`src/rtl/fetch_unit.sv`:
```
// Instruction fetch unit: owns the PC and IR, issues single-word reads to
// instruction memory, and raises a sticky fault on misaligned fetch or timeout.
module fetch_unit #(
    parameter logic [31:0] RESET_PC = 32'h0000_0000,
    parameter int          TIMEOUT  = 15
) (
    input  logic        clk,
    input  logic        reset,
    input  logic        fetch_start,
    input  logic        pc_load,
    input  logic [31:0] pc_next,
    input  logic        fault_clr,
    output logic        mem_req,
    output logic [31:0] mem_addr,
    input  logic [31:0] mem_rdata,
    input  logic        mem_ack,
    output logic [31:0] pc,
    output logic [31:0] ir,
    output logic [6:0]  opcode,
    output logic        ir_valid,
    output logic        busy,
    output logic        fault
);

    localparam logic [1:0]  ST_IDLE  = 2'd0;
    localparam logic [1:0]  ST_WAIT  = 2'd1;
    localparam logic [1:0]  ST_FAULT = 2'd2;
    localparam logic [31:0] NOP      = 32'h0000_0013;
    localparam logic [7:0]  TIMEOUT_CNT = 8'(TIMEOUT);

    logic [1:0]  state_reg;
    logic [31:0] pc_reg;
    logic [31:0] ir_reg;
    logic        ir_valid_reg;
    logic        mem_req_reg;
    logic [31:0] mem_addr_reg;
    logic        fault_reg;
    logic [7:0]  timer_reg;
    logic [31:0] pend_pc_reg;
    logic        pend_valid_reg;

    logic [31:0] fetch_addr;
    logic [7:0]  timer_inc;
    logic [31:0] pend_addr;
    logic        pend_any;

    always_comb begin
        fetch_addr = pc_load ? pc_next : pc_reg;
        timer_inc  = (timer_reg == 8'hFF) ? timer_reg : timer_reg + 8'd1;
        // A pc_load on the very cycle the fetch ends still counts as pending.
        pend_addr  = pc_load ? pc_next : pend_pc_reg;
        pend_any   = pc_load | pend_valid_reg;
    end

    always_ff @(posedge clk or negedge reset) begin
        if (!reset) begin
            state_reg      <= ST_IDLE;
            pc_reg         <= RESET_PC;
            ir_reg         <= NOP;
            ir_valid_reg   <= 1'b0;
            mem_req_reg    <= 1'b0;
            mem_addr_reg   <= 32'h0;
            fault_reg      <= 1'b0;
            timer_reg      <= 8'h0;
            pend_pc_reg    <= 32'h0;
            pend_valid_reg <= 1'b0;
        end else begin
            case (state_reg)
                ST_IDLE: begin
                    if (pc_load)
                        pc_reg <= pc_next;
                    if (fetch_start) begin
                        ir_valid_reg <= 1'b0;
                        if (fetch_addr[1:0] == 2'b00) begin
                            state_reg    <= ST_WAIT;
                            mem_req_reg  <= 1'b1;
                            mem_addr_reg <= fetch_addr;
                            timer_reg    <= 8'h0;
                        end else begin
                            state_reg <= ST_FAULT;
                            fault_reg <= 1'b1;
                        end
                    end else if (pc_load) begin
                        ir_valid_reg <= 1'b0;
                    end
                end
                ST_WAIT: begin
                    if (mem_ack || timer_inc >= TIMEOUT_CNT) begin
                        mem_req_reg    <= 1'b0;
                        pend_valid_reg <= 1'b0;
                        if (pend_any)
                            pc_reg <= pend_addr;
                        if (mem_ack) begin
                            ir_reg       <= mem_rdata;
                            ir_valid_reg <= 1'b1;
                            state_reg    <= ST_IDLE;
                        end else begin
                            timer_reg <= timer_inc;
                            fault_reg <= 1'b1;
                            state_reg <= ST_FAULT;
                        end
                    end else begin
                        timer_reg <= timer_inc;
                        if (pc_load) begin
                            pend_pc_reg    <= pc_next;
                            pend_valid_reg <= 1'b1;
                        end
                    end
                end
                ST_FAULT: begin
                    if (pc_load) begin
                        pc_reg       <= pc_next;
                        ir_valid_reg <= 1'b0;
                    end
                    if (fault_clr) begin
                        state_reg <= ST_IDLE;
                        fault_reg <= 1'b0;
                    end
                end
                default: state_reg <= ST_IDLE;
            endcase
        end
    end

    assign mem_req  = mem_req_reg;
    assign mem_addr = mem_addr_reg;
    assign pc       = pc_reg;
    assign ir       = ir_reg;
    assign opcode   = ir_reg[6:0];
    assign ir_valid = ir_valid_reg;
    assign busy     = (state_reg == ST_WAIT);
    assign fault    = fault_reg;

endmodule

```
`config.mk`:
```
export PLATFORM = sky130hd
export DESIGN_NAME = fetch_unit
export DESIGN_NICKNAME = d
export VERILOG_FILES = /design/src/rtl/fetch_unit.sv
export SDC_FILE = /design/constraint.sdc
export NUM_CORES = 1
export LEC_CHECK = 0
export BUFFER_PORTS_ARGS = -buffer_cell sky130_fd_sc_hd__buf_2
export CAP_MARGIN = 10
export CORE_ASPECT_RATIO = 1.4
export CORE_UTILIZATION = 52
export CTS_CLUSTER_SIZE = 40
export DETAILED_ROUTE_END_ITERATION = 7
export PLACE_DENSITY = 0.86
export SLEW_MARGIN = 20
export SYNTH_ARGS = -nofsm -noshare
export SYNTH_HDL_FRONTEND = slang
export SYNTH_SLANG_ARGS = --single-unit
```
`constraint.sdc`:
```
create_clock -name clk -period 3.3 [get_ports clk]
set_input_delay 0.33 -clock clk [delete_from_list [all_inputs] [get_ports clk]]
set_output_delay 0.33 -clock clk [all_outputs]
set_load 0.01 [all_outputs]
```
Word level (Yosys, flattened, before mapping)
Cells that the tools add are included.

Logic and storage cells: 78. Register bits: 142. Bits of input ports: 70. Output and inout port bits: 107.

Reductions and logical operators: 18. Bitwise operators: 2. Equal/unequal tests: 12. Magnitude comparators: 1. Multiplexer cells: 34. $add $sub $neg: 1.

Operators by type and width (count): 32-bit 2-to-1 mux (4); 32-bit case mux with 2 select lines (1); 8-bit 2-to-1 mux (5); 8-bit case mux with 2 select lines (1); 3-bit AND reduction (5); 1-bit 2-to-1 mux (14); 2-bit inequality test (second input constant) (6); 2-bit 2-to-1 mux (5); 8-bit by 1-bit adder with 8-bit output (second input constant) (1); 8-bit equality test (second input constant) (1); 8-bit by 4-bit greater-or-equal comparator with 1-bit output (second input constant) (1); 4-bit AND reduction (2); 1-bit case mux with 3 select lines (2); 2-bit case mux with 3 select lines (1); 6-bit AND reduction (1); 2-bit nonzero test (3); 2-bit zero test (2); 2-bit by 1-bit inequality test with 1-bit output (second input constant) (2); 2-bit AND reduction (2); 3-bit inequality test (second input constant) (1); 3-bit nonzero test (1); 2-bit by 1-bit equality test with 1-bit output (second input constant) (1); 2-bit equality test (second input constant) (1); 1-bit case mux with 2 select lines (1); other kinds (4) (4).

Depth between registers and ports, before layout
Gate-level depths: netlist of the first run.

Depth after elaboration: 6. Mapped depth: 10. Gate-level depth less buffers: 7.

Least setup slack after synthesis of the first run
No wires, ideal clock.

Path kind: register to register. Start: reg timer_reg[0]. End: reg pend_pc_reg[10]. Library setup time: 0.125 ns. Slack: 0.792 ns. Clock period less this slack: 2.508 ns. Data required time: 3.175 ns. Arrival time: 2.383 ns. Cell stages (with the launch flop): 10. Cell sequence: dfrtp_1 > ha_1 > and3_1 > or3_1 > a211o_1 > buf_2 > or2_1 > buf_6 > buf_6 > mux2_4.

Longest elaborated chain between the ends: 6. Elaborated cells on any way between the ends: 7. Those cells by class: 1 x add/sub; 1 x order compare; 1 x eq/ne; 1 x mux; 1 x bitwise; 2 x reduce/logical.

Ends and longest elaborated chain: start, declared (RTL line 38) `logic [7:0] timer_reg;`; start signal, assigned (RTL line 98) `timer_reg <= timer_inc;`; start signal, assigned (RTL line 103) `timer_reg <= timer_inc;`; 8-bit by 1-bit adder with 8-bit output / 8-bit equality test (equally long branches) (RTL line 49) `timer_inc = (timer_reg == 8'hFF) ? timer_reg : timer_reg + 8'd1;`; 8-bit 2-to-1 mux * (RTL line 49); 8-bit by 4-bit greater-or-equal comparator with 1-bit output * (RTL line 88) `if (mem_ack || timer_inc >= TIMEOUT_CNT) begin`; 1-bit logical OR * (RTL line 88); 1-bit NOT (no line) *; 2-bit AND reduction (no line) *; end signal, assigned (RTL line 105) `pend_pc_reg <= pc_next;`; end, declared (RTL line 39) `logic [31:0] pend_pc_reg;`.

Every way passes the cells marked *; elsewhere a longest branch is shown, timed or not. A chain may end at the register's enable or synchronous reset.

Worst setup path after layout of the first run
Start: reg timer_reg[0]. End: reg pc_reg[11], in the netlist pc[11].

Longest elaborated chain between the ends: 6. Elaborated cells on any way between the ends: 7. Those cells by class: 1 x add/sub; 1 x order compare; 2 x eq/ne; 1 x mux; 2 x reduce/logical.

Ends and longest elaborated chain: 8-bit by 1-bit adder with 8-bit output / 8-bit equality test (equally long branches) (RTL line 49); 8-bit 2-to-1 mux * (RTL line 49); 8-bit by 4-bit greater-or-equal comparator with 1-bit output * (RTL line 88); 1-bit logical OR * (RTL line 88); 2-bit by 1-bit inequality test with 1-bit output (no line) *; 3-bit AND reduction (no line) *; end signal, assigned (RTL line 71) `pc_reg <= pc_next;`; end signal, assigned (RTL line 92) `pc_reg <= pend_addr;`; end signal, assigned (RTL line 112) `pc_reg <= pc_next;`; end, declared (RTL line 32) `logic [31:0] pc_reg;`.

Marked as above.

==> metrics.md, run 1 <==
| Metric | Value |
|---|---|
| CP Cell Sequence | `ha_1 > nand4_2 > or2_2 > o21ai_0 > a211o_1 > buf_4 > o211a_1 > buf_4 > a2bb2oi_1` |
| Syn-to-layout area delta | `24.63%` |
| Yosys warns | `0` |
| DRC viols | `0` |
| Critical path type | `reg -> reg` |
| Setup violators final | `0` |
| CP required | `between 3000 and 4000 ps` |
| Tcrit/Tclk final | `between 80% and 90%` |
| CTS tree | `done` |
| Net count, final | `749` |
| Top Family by Delay on Critical Path | `compound AO/OA/AOI/OAI gates` |
| Most used cell, CP | `buf_4` |
| Die Wd | `between 90 and 100 um` |
| Tot GR Track Use | `between 20% and 30%` |
| R2r setup slk | `430 ps` |
| Post-cts sizing count | `0` |
| Core Region | `about 0.012 sq mm` |
| TNS Setup | `0 ps` |
| Vias in the first global route | `4981` |
| Count of cell types in the netlist | `46` |
| Clock Tree Buf Depth | `2` |
| Sum of buffers and inverters on the critical path | `2` |
| CP max stage cell | `dfrtp_1` |
| Top cells by count, synth | `139 x dfrtp_1, 43 x nand2_1, 35 x mux2_2, 35 x o21ai_0, 33 x o22ai_1` |
| Max-slew violations | `0` |
| I/O pins | `roughly 180` |
| DR pass1 iterations | `5` |
| GPL Wtd Cong | `roughly 0.88` |
| Total die area | `approximately 0.013 sq mm` |
| Synth Instances | `approximately 510` |
| RSZ-0062 raised after global routing | `no` |
| Hold Crit Class | `in -> async` |
| Maximum resistive drop on vdd | `between 0.4 and 0.5 mV` |
| Worst setup SP type | `flop` |
| Clock root cell | `clkbuf_16` |
| First-pass GRT wire length | `about 25 mm` |
| Max FO, Critical Path | `35` |
| FF-to-FF End | `pc[11]$_DFFE_PN0P_` |
| Dpl hpwl | `between 10 and 15 mm` |
| Diodes inserted | `0` |
| Slowest Stage Delay on Critical Path | `~460 ps` |
| Worst Reg-to-Reg Cells | `9` |
| H-tree depth | `4` |
| Max-slew headroom | `37.11%` |
| Final ANT Viol Nets | `0` |
| Largest net degree at the start of global routing | `a little over 100` |
| Starting Density | `between 50% and 60%` |
| Outcome | `complete, no violations` |
| Leak | `between 4 and 5 nW` |
| IO Port Bufs | `between 150 and 200` |
| Post-Synthesis Cell Area | `0.006309 sq mm` |
| Clk sinks | `142` |
| Syn Area/Cell | `between 10 and 15 sq um` |
| Max Freq | `approximately 350 MHz` |
| Overall power | `7.510 mW` |
| Most frequent cell after synthesis | `dfrtp_1` |
| # hold bufs at CTS | `0` |
| Top FF cell, synth | `dfrtp_1` |
| Yosys reg bits | `around 140` |
| Asr flop ratio synth | `100.0%` |
| Synth area leaders | `dfrtp_1 55%, mux2_4 7.1%, mux2_2 6.2%` |
| Dpl cells | `about 800` |
| Total grt overflow | `0` |
| Share of Yosys cell area claimed by the top area cell type | `~55%` |
| Clock Latency Late Sink | `~400 ps` |
| CTS Buf Count | `17` |
| Initial antenna violation count | `0` |
| Critical path arrival | `3200 ps` |
| DR vias | `roughly 4.8k` |
| R2r startpoint | `timer_reg[0]$_DFFE_PN0P_` |
| Post-DR wirelength/cell | `18.66 um` |
| Final Non-Filler Cells | `between 800 and 900` |
| Postcts setup bufs | `0` |
| Worst Tran Pin Value | `between 900 and 1000 ps` |
| Layout cells sized above 1 | `approximately 42%` |
| Vias per cell | `approximately 5.8` |
| Worst-path clk slew | `approximately 60 ps` |
| Final Hold Viols | `0` |
| Minimum clock period after layout | `around 2900 ps` |
| Max Cap Violations | `0` |
| EDFF count, synth | `0` |
| Post-Syn Nets | `584` |
| Cell Rows | `between 40 and 50` |
| Drt total wl | `15.56 mm` |
| Cell taking the most area after synthesis | `dfrtp_1` |
| Die Ht | `approximately 130 um` |
| Post-synthesis sequential area ratio | `roughly 56%` |
| Clock Skew | `8.259 ps` |
| DRC violation total after the first TritonRoute iteration | `about 310` |
| Power density over the cells | `955.1 mW/mm^2` |
| Crit path capture type | `flop` |
[layout make-up]
class	instances	area (sq um)
clock buffer	20	456.7
tap	147	183.9
timing repair buffer	188	1002
sequential	142	3557
multi-input combinational	316	2492
inverter	9	33.78
clock inverter	12	136.4
fill	863	3958
[where the power goes]
part	leakage (nW)	switching [mW]	internal, mW	total, mW
Clock	0.271	0.731	1.16	1.89
Sequential	1.74	0.513	2.50	3.01
Combinational	2.00	1.29	1.32	2.61
Total	4.01	2.53	4.98	7.51
[cell usage in the layout, fill, tap and decap left out, drive strengths merged, types with 2 or more instances in the layout]
| cell type | netlist | final |
|---|---|---|
| clkinvlp | 0 | 6 |
| or3 | 3 | 3 |
| nor2b | 2 | 2 |
| nand4 | 4 | 4 |
| o21ai | 35 | 35 |
| o22ai | 33 | 33 |
| dfrtp | 139 | 139 |
| nand2 | 43 | 43 |
| nand3 | 11 | 11 |
| nor3b | 3 | 3 |
| o31ai | 2 | 2 |
| mux2 | 65 | 65 |
| nand4b | 2 | 2 |
| ha | 5 | 5 |
| or2 | 2 | 2 |
| mux2i | 31 | 31 |
| and2 | 3 | 3 |
| a21oi | 12 | 12 |
| nor2 | 6 | 6 |
| a21o | 2 | 2 |
| dfstp | 3 | 3 |
| inv | 9 | 11 |
| bufinv | 0 | 2 |
| buf | 20 | 188 |
| clkbuf | 22 | 20 |
| a21boi | 2 | 2 |
| nand2b | 3 | 3 |
| a22oi | 2 | 2 |
| clkinv | 0 | 2 |
| nor3 | 3 | 3 |
| a2bb2oi | 31 | 31 |
[per-stage QoR]
| step | hold WS [ps] | util [%] | setup WS, ps | area, sq um |
|---|---|---|---|---|
| finish | 18.66 | 66.52 | 431.6 | 7863 |
| global route | 93.92 | 66.52 | 193.0 | 7863 |
| CTS | 65.90 | 66.35 | 235.7 | 7843 |
| detailed placement | 464.8 | 61.33 | 248.5 | 7249 |
| global placement | 457.7 | 61.33 | 378.2 | 7249 |
| floorplan | 34.41 | - | 791.9 | 6309 |
[routing by layer]
metal  vias to the layer above  routed length (um)  GRT usage (%)
li1                       2179                   -              -
met1                      2406                6103          31.90
met5                         -                   0              0
met3                        35                 778          5.825
met2                       185                8346          44.13
met4                         0                 331          9.848
[worst max path at each step]
stage	from	depth (start not counted)	to
after floorplan	timer_reg[0]$_DFFE_PN0P_	9	pend_pc_reg[10]$_DFFE_PN0P_
after global placement	timer_reg[0]$_DFFE_PN0P_	7	pend_pc_reg[0]$_DFFE_PN0P_
after detailed placement	timer_reg[0]$_DFFE_PN0P_	7	pend_pc_reg[0]$_DFFE_PN0P_
after CTS	timer_reg[0]$_DFFE_PN0P_	7	pend_pc_reg[0]$_DFFE_PN0P_
after global routing	timer_reg[0]$_DFFE_PN0P_	9	pc[18]$_DFFE_PN0P_
final	timer_reg[0]$_DFFE_PN0P_	9	pc[11]$_DFFE_PN0P_
[worst reg2reg max path, stage by stage, from the launching register on]
cell and delay [ps]:
dfrtp_1 460, ha_1 310, nand4_2 190, or2_2 390, o21ai_0 160, a211o_1 130
buf_4 380, o211a_1 250, buf_4 290, a2bb2oi_1 220
[logic make-up (layout without fill, tap and decap cells)]
logic type	count (synthesis)	count (layout)	share of synthesized area, %
buf+inv	51	229	4.145
simple gates	86	86	6.545
xor+xnor	1	1	0.1389
mux	96	96	18.31
fa+ha+maj	5	5	0.9917
compound gates	128	128	13.49
flops	142	142	56.39
Power figures use the tool's default switching activity.
==> inputs of run 2 (changes only) <==
--- a/config.mk
+++ b/config.mk
@@ -5,7 +5,7 @@
 export SDC_FILE = /design/constraint.sdc
 export NUM_CORES = 1
 export LEC_CHECK = 0
-export BUFFER_PORTS_ARGS = -buffer_cell sky130_fd_sc_hd__buf_2
+export BUFFER_PORTS_ARGS = -buffer_cell sky130_fd_sc_hd__buf_4
 export CAP_MARGIN = 10
 export CORE_ASPECT_RATIO = 1.4
 export CORE_UTILIZATION = 52
==> run 2 against run 1 <==
Against the previous run: cell count grew 0.12%; highest routed layer unchanged; critical path type unchanged; power is 8.0% higher; register-to-register slack got worse by 60 ps; via count fell by 0.25%; worst setup slack got worse by 60 ps; clock skew grew 10 ps; combinational power grew 13%; die area unchanged; critical endpoint is now pc[14]$_DFFE_PN0P_; largest power group unchanged; design area is 6.5% higher.
==> metrics.md, run 2 (synthesis results as in run 1) <==
| Metric | Value |
|---|---|
| Outcome | `complete, no violations` |
| Layout cells sized above 1 | `42.30% (-0.062 points)` |
| Total grt overflow | `0 (unchanged)` |
| CTS Buf Count | `17 (unchanged)` |
| Final ANT Viol Nets | `0 (unchanged)` |
| Hold EP | `ir[17]$_DFFE_PN0P_` |
| CTS tree | `done` |
| Combinational power share | `36.4% (+1.6 points)` |
| Leak | `4.193 nW (+4.6%)` |
| Final Hold Viols | `0 (unchanged)` |
| Max Freq | `341.5 MHz (-2.0%)` |
| Max FO, Critical Path | `35 (unchanged)` |
| R2r startpoint | `timer_reg[0]$_DFFE_PN0P_` |
| Syn-to-layout area delta | `32.78%` |
| H-tree depth | `4 (unchanged)` |
| Max-slew violations | `0 (unchanged)` |
| Post-DR wirelength/cell | `19.05 um (+2.1%)` |
| I/O pins | `177 (unchanged)` |
| R2r setup slk | `370 ps (-60 ps)` |
| Clock power frac | `25.9% (+0.8 points)` |
| Tot GR Track Use | `26.23% (+0.17 points)` |
| DRC viols | `0 (unchanged)` |
| DR vias | `4793 (-0.25%)` |
| FF-to-FF End | `pc[14]$_DFFE_PN0P_` |
| Overall power | `8.112 mW (+8.0%)` |
| Critical path type | `reg -> reg` |
| Clock Skew | `18.49 ps (+10.24 ps)` |
| Vias per cell | `5.740 (-0.37%)` |
| Sequential Power Share | `37.6% (-2.5 points)` |
| Postcts setup bufs | `0 (unchanged)` |
| Max-slew headroom | `49.12% (+12 points)` |
| Diodes inserted | `0 (unchanged)` |
| Worst Tran Pin Value | `761.1 ps (-182.3 ps)` |
| Total die area | `0.01258 sq mm (unchanged)` |
| First-pass GRT wire length | `25.21 mm (-0.22%)` |
| Tcrit/Tclk final | `88.74% (+1.8 points)` |
| Die Wd | `95.09 um (unchanged)` |
| Minimum clock period after layout | `2928 ps (+59.82 ps)` |
| Clk sinks | `142 (unchanged)` |
| Cell Rows | `47 (unchanged)` |
| DRC violation total after the first TritonRoute iteration | `231 (-25%)` |
| Critical path arrival | `3250 ps (+50 ps)` |
| Internal power | `5.525 mW (+11%)` |
| HP Start | `mem_rdata[17]` |
| Crit path capture type | `flop` |
| Clock Latency Late Sink | `410 ps (about the same)` |
| P_sw | `2.587 mW (+2.1%)` |
| # fillers | `786 (-8.9%)` |
| Worst setup SP type | `flop` |
| Net count, final | `751 (+0.27%)` |
| Drt total wl | `15.91 mm (+2.2%)` |
| Vias in the first global route | `5051 (+1.4%)` |
| TNS Setup | `0 ps (unchanged)` |
| Max Cap Violations | `0 (unchanged)` |
| Core Region | `0.01182 sq mm (unchanged)` |
| Hold depth | `2` |
| Starting Density | `53.37% (unchanged)` |
| Dpl hpwl | `10.72 mm (+3.6%)` |
| Final Non-Filler Cells | `835 (+0.12%)` |
| Dpl cells | `802 (+0.12%)` |
| CP required | `3620 ps (about the same)` |
| Largest net degree at the start of global routing | `82 (-20%)` |
| Hold Crit Class | `in -> reg` |
| RSZ-0062 raised after global routing | `no` |
| Most common cell after layout, fill and taps aside | `buf_4` |
| Setup violators final | `0 (unchanged)` |
| IO Port Bufs | `176 (unchanged)` |
| Worst-path clk slew | `60 ps (about the same)` |
| Clock Tree Buf Depth | `2 (unchanged)` |
| DR pass1 iterations | `4 (-1)` |
| Worst hold slack | `157.3 ps (+138.7 ps)` |
| Die Ht | `132.3 um (unchanged)` |
| Commonest cells after routing, fill and taps aside | `186 x buf_4, 139 x dfrtp_1, 42 x nand2_1` |
| Power density over the cells | `968.4 mW/mm^2 (+1.4%)` |
| Initial antenna violation count | `0 (unchanged)` |
| GPL Wtd Cong | `0.8264 (-5.7%)` |
| Clock root cell | `clkbuf_16` |
| Sw Ratio | `31.89% (-1.9 points)` |
| Maximum resistive drop on vdd | `0.5760 mV (+27%)` |
| Worst Reg-to-Reg Cells | `9 (unchanged)` |
[run 2: cell count changes in the layout (fill, tap and decap cells not counted), moves of 3 or more]
cell and change:
buf_2 -175, buf_4 +176, bufinv_16 +3, clkinvlp_4 -4
[run 2: worst max-delay path by stage]
stage,start,end
finish,timer_reg[0]$_DFFE_PN0P_,pc[14]$_DFFE_PN0P_
floorplan,timer_reg[0]$_DFFE_PN0P_,pend_pc_reg[10]$_DFFE_PN0P_
CTS,timer_reg[0]$_DFFE_PN0P_,pend_pc_reg[0]$_DFFE_PN0P_
global placement,timer_reg[0]$_DFFE_PN0P_,pend_pc_reg[0]$_DFFE_PN0P_
detailed placement,timer_reg[0]$_DFFE_PN0P_,pend_pc_reg[0]$_DFFE_PN0P_
global route,timer_reg[0]$_DFFE_PN0P_,pc[8]$_DFFE_PN0P_
[run 2: routing by layer]
metal | wire length [um] | vias up | track usage, %
met4 | 386 | 0 | 11.20
met1 | 6285 | 2417 | 31.15
li1 | - | 2183 | -
met2 | 8661 | 164 | 45.91
met3 | 578 | 29 | 4.268
met5 | 0 | - | 0
[run 2: layout make-up]
class,instances,area (sq um),share of cell area (%)
clock buffers,19,442.9,5.288
clock inverters,12,209.0,2.494
inverters,9,33.78,0.4033
multi-input cells,316,2492,29.75
flip-flops and latches,142,3557,42.46
well taps,147,183.9,2.196
repair buffers,190,1458,17.40
[run 2: power groups by stage]
stage	Clock, mW	Combinational [mW]	Sequential [mW]
detailed placement	0	2.96	3.04
global route	2.20	3.20	3.13
global placement	0	2.84	3.00
finish	2.10	2.96	3.05
floorplan	0	1.42	3.19
CTS	2.13	2.98	3.04
[run 2: per-stage QoR]
step	area (sq um)	setup slack [ps]	utilization (%)
final	8377	371.7	70.87
after global routing	8377	172.9	70.87
after CTS	8357	229.8	70.70
after detailed placement	7695	220.1	65.10
after global placement	7695	350.6	65.10
after floorplan	6309	791.9	-
[run 2: worst max-delay path, stage by stage, from the launching register on]
cell,delay (ps)
dfrtp_1,450
ha_1,320
nand4_2,200
or2_2,390
o21ai_0,160
a211o_1,140
buf_4,390
o211a_1,260
buf_4,280
a2bb2oi_1,240
[run 2: what timing repair did]
action | CTS | global route
hold buffers | 1 | 0
hold endpoints to repair | 20 | 0
resized for setup | 0 | 0
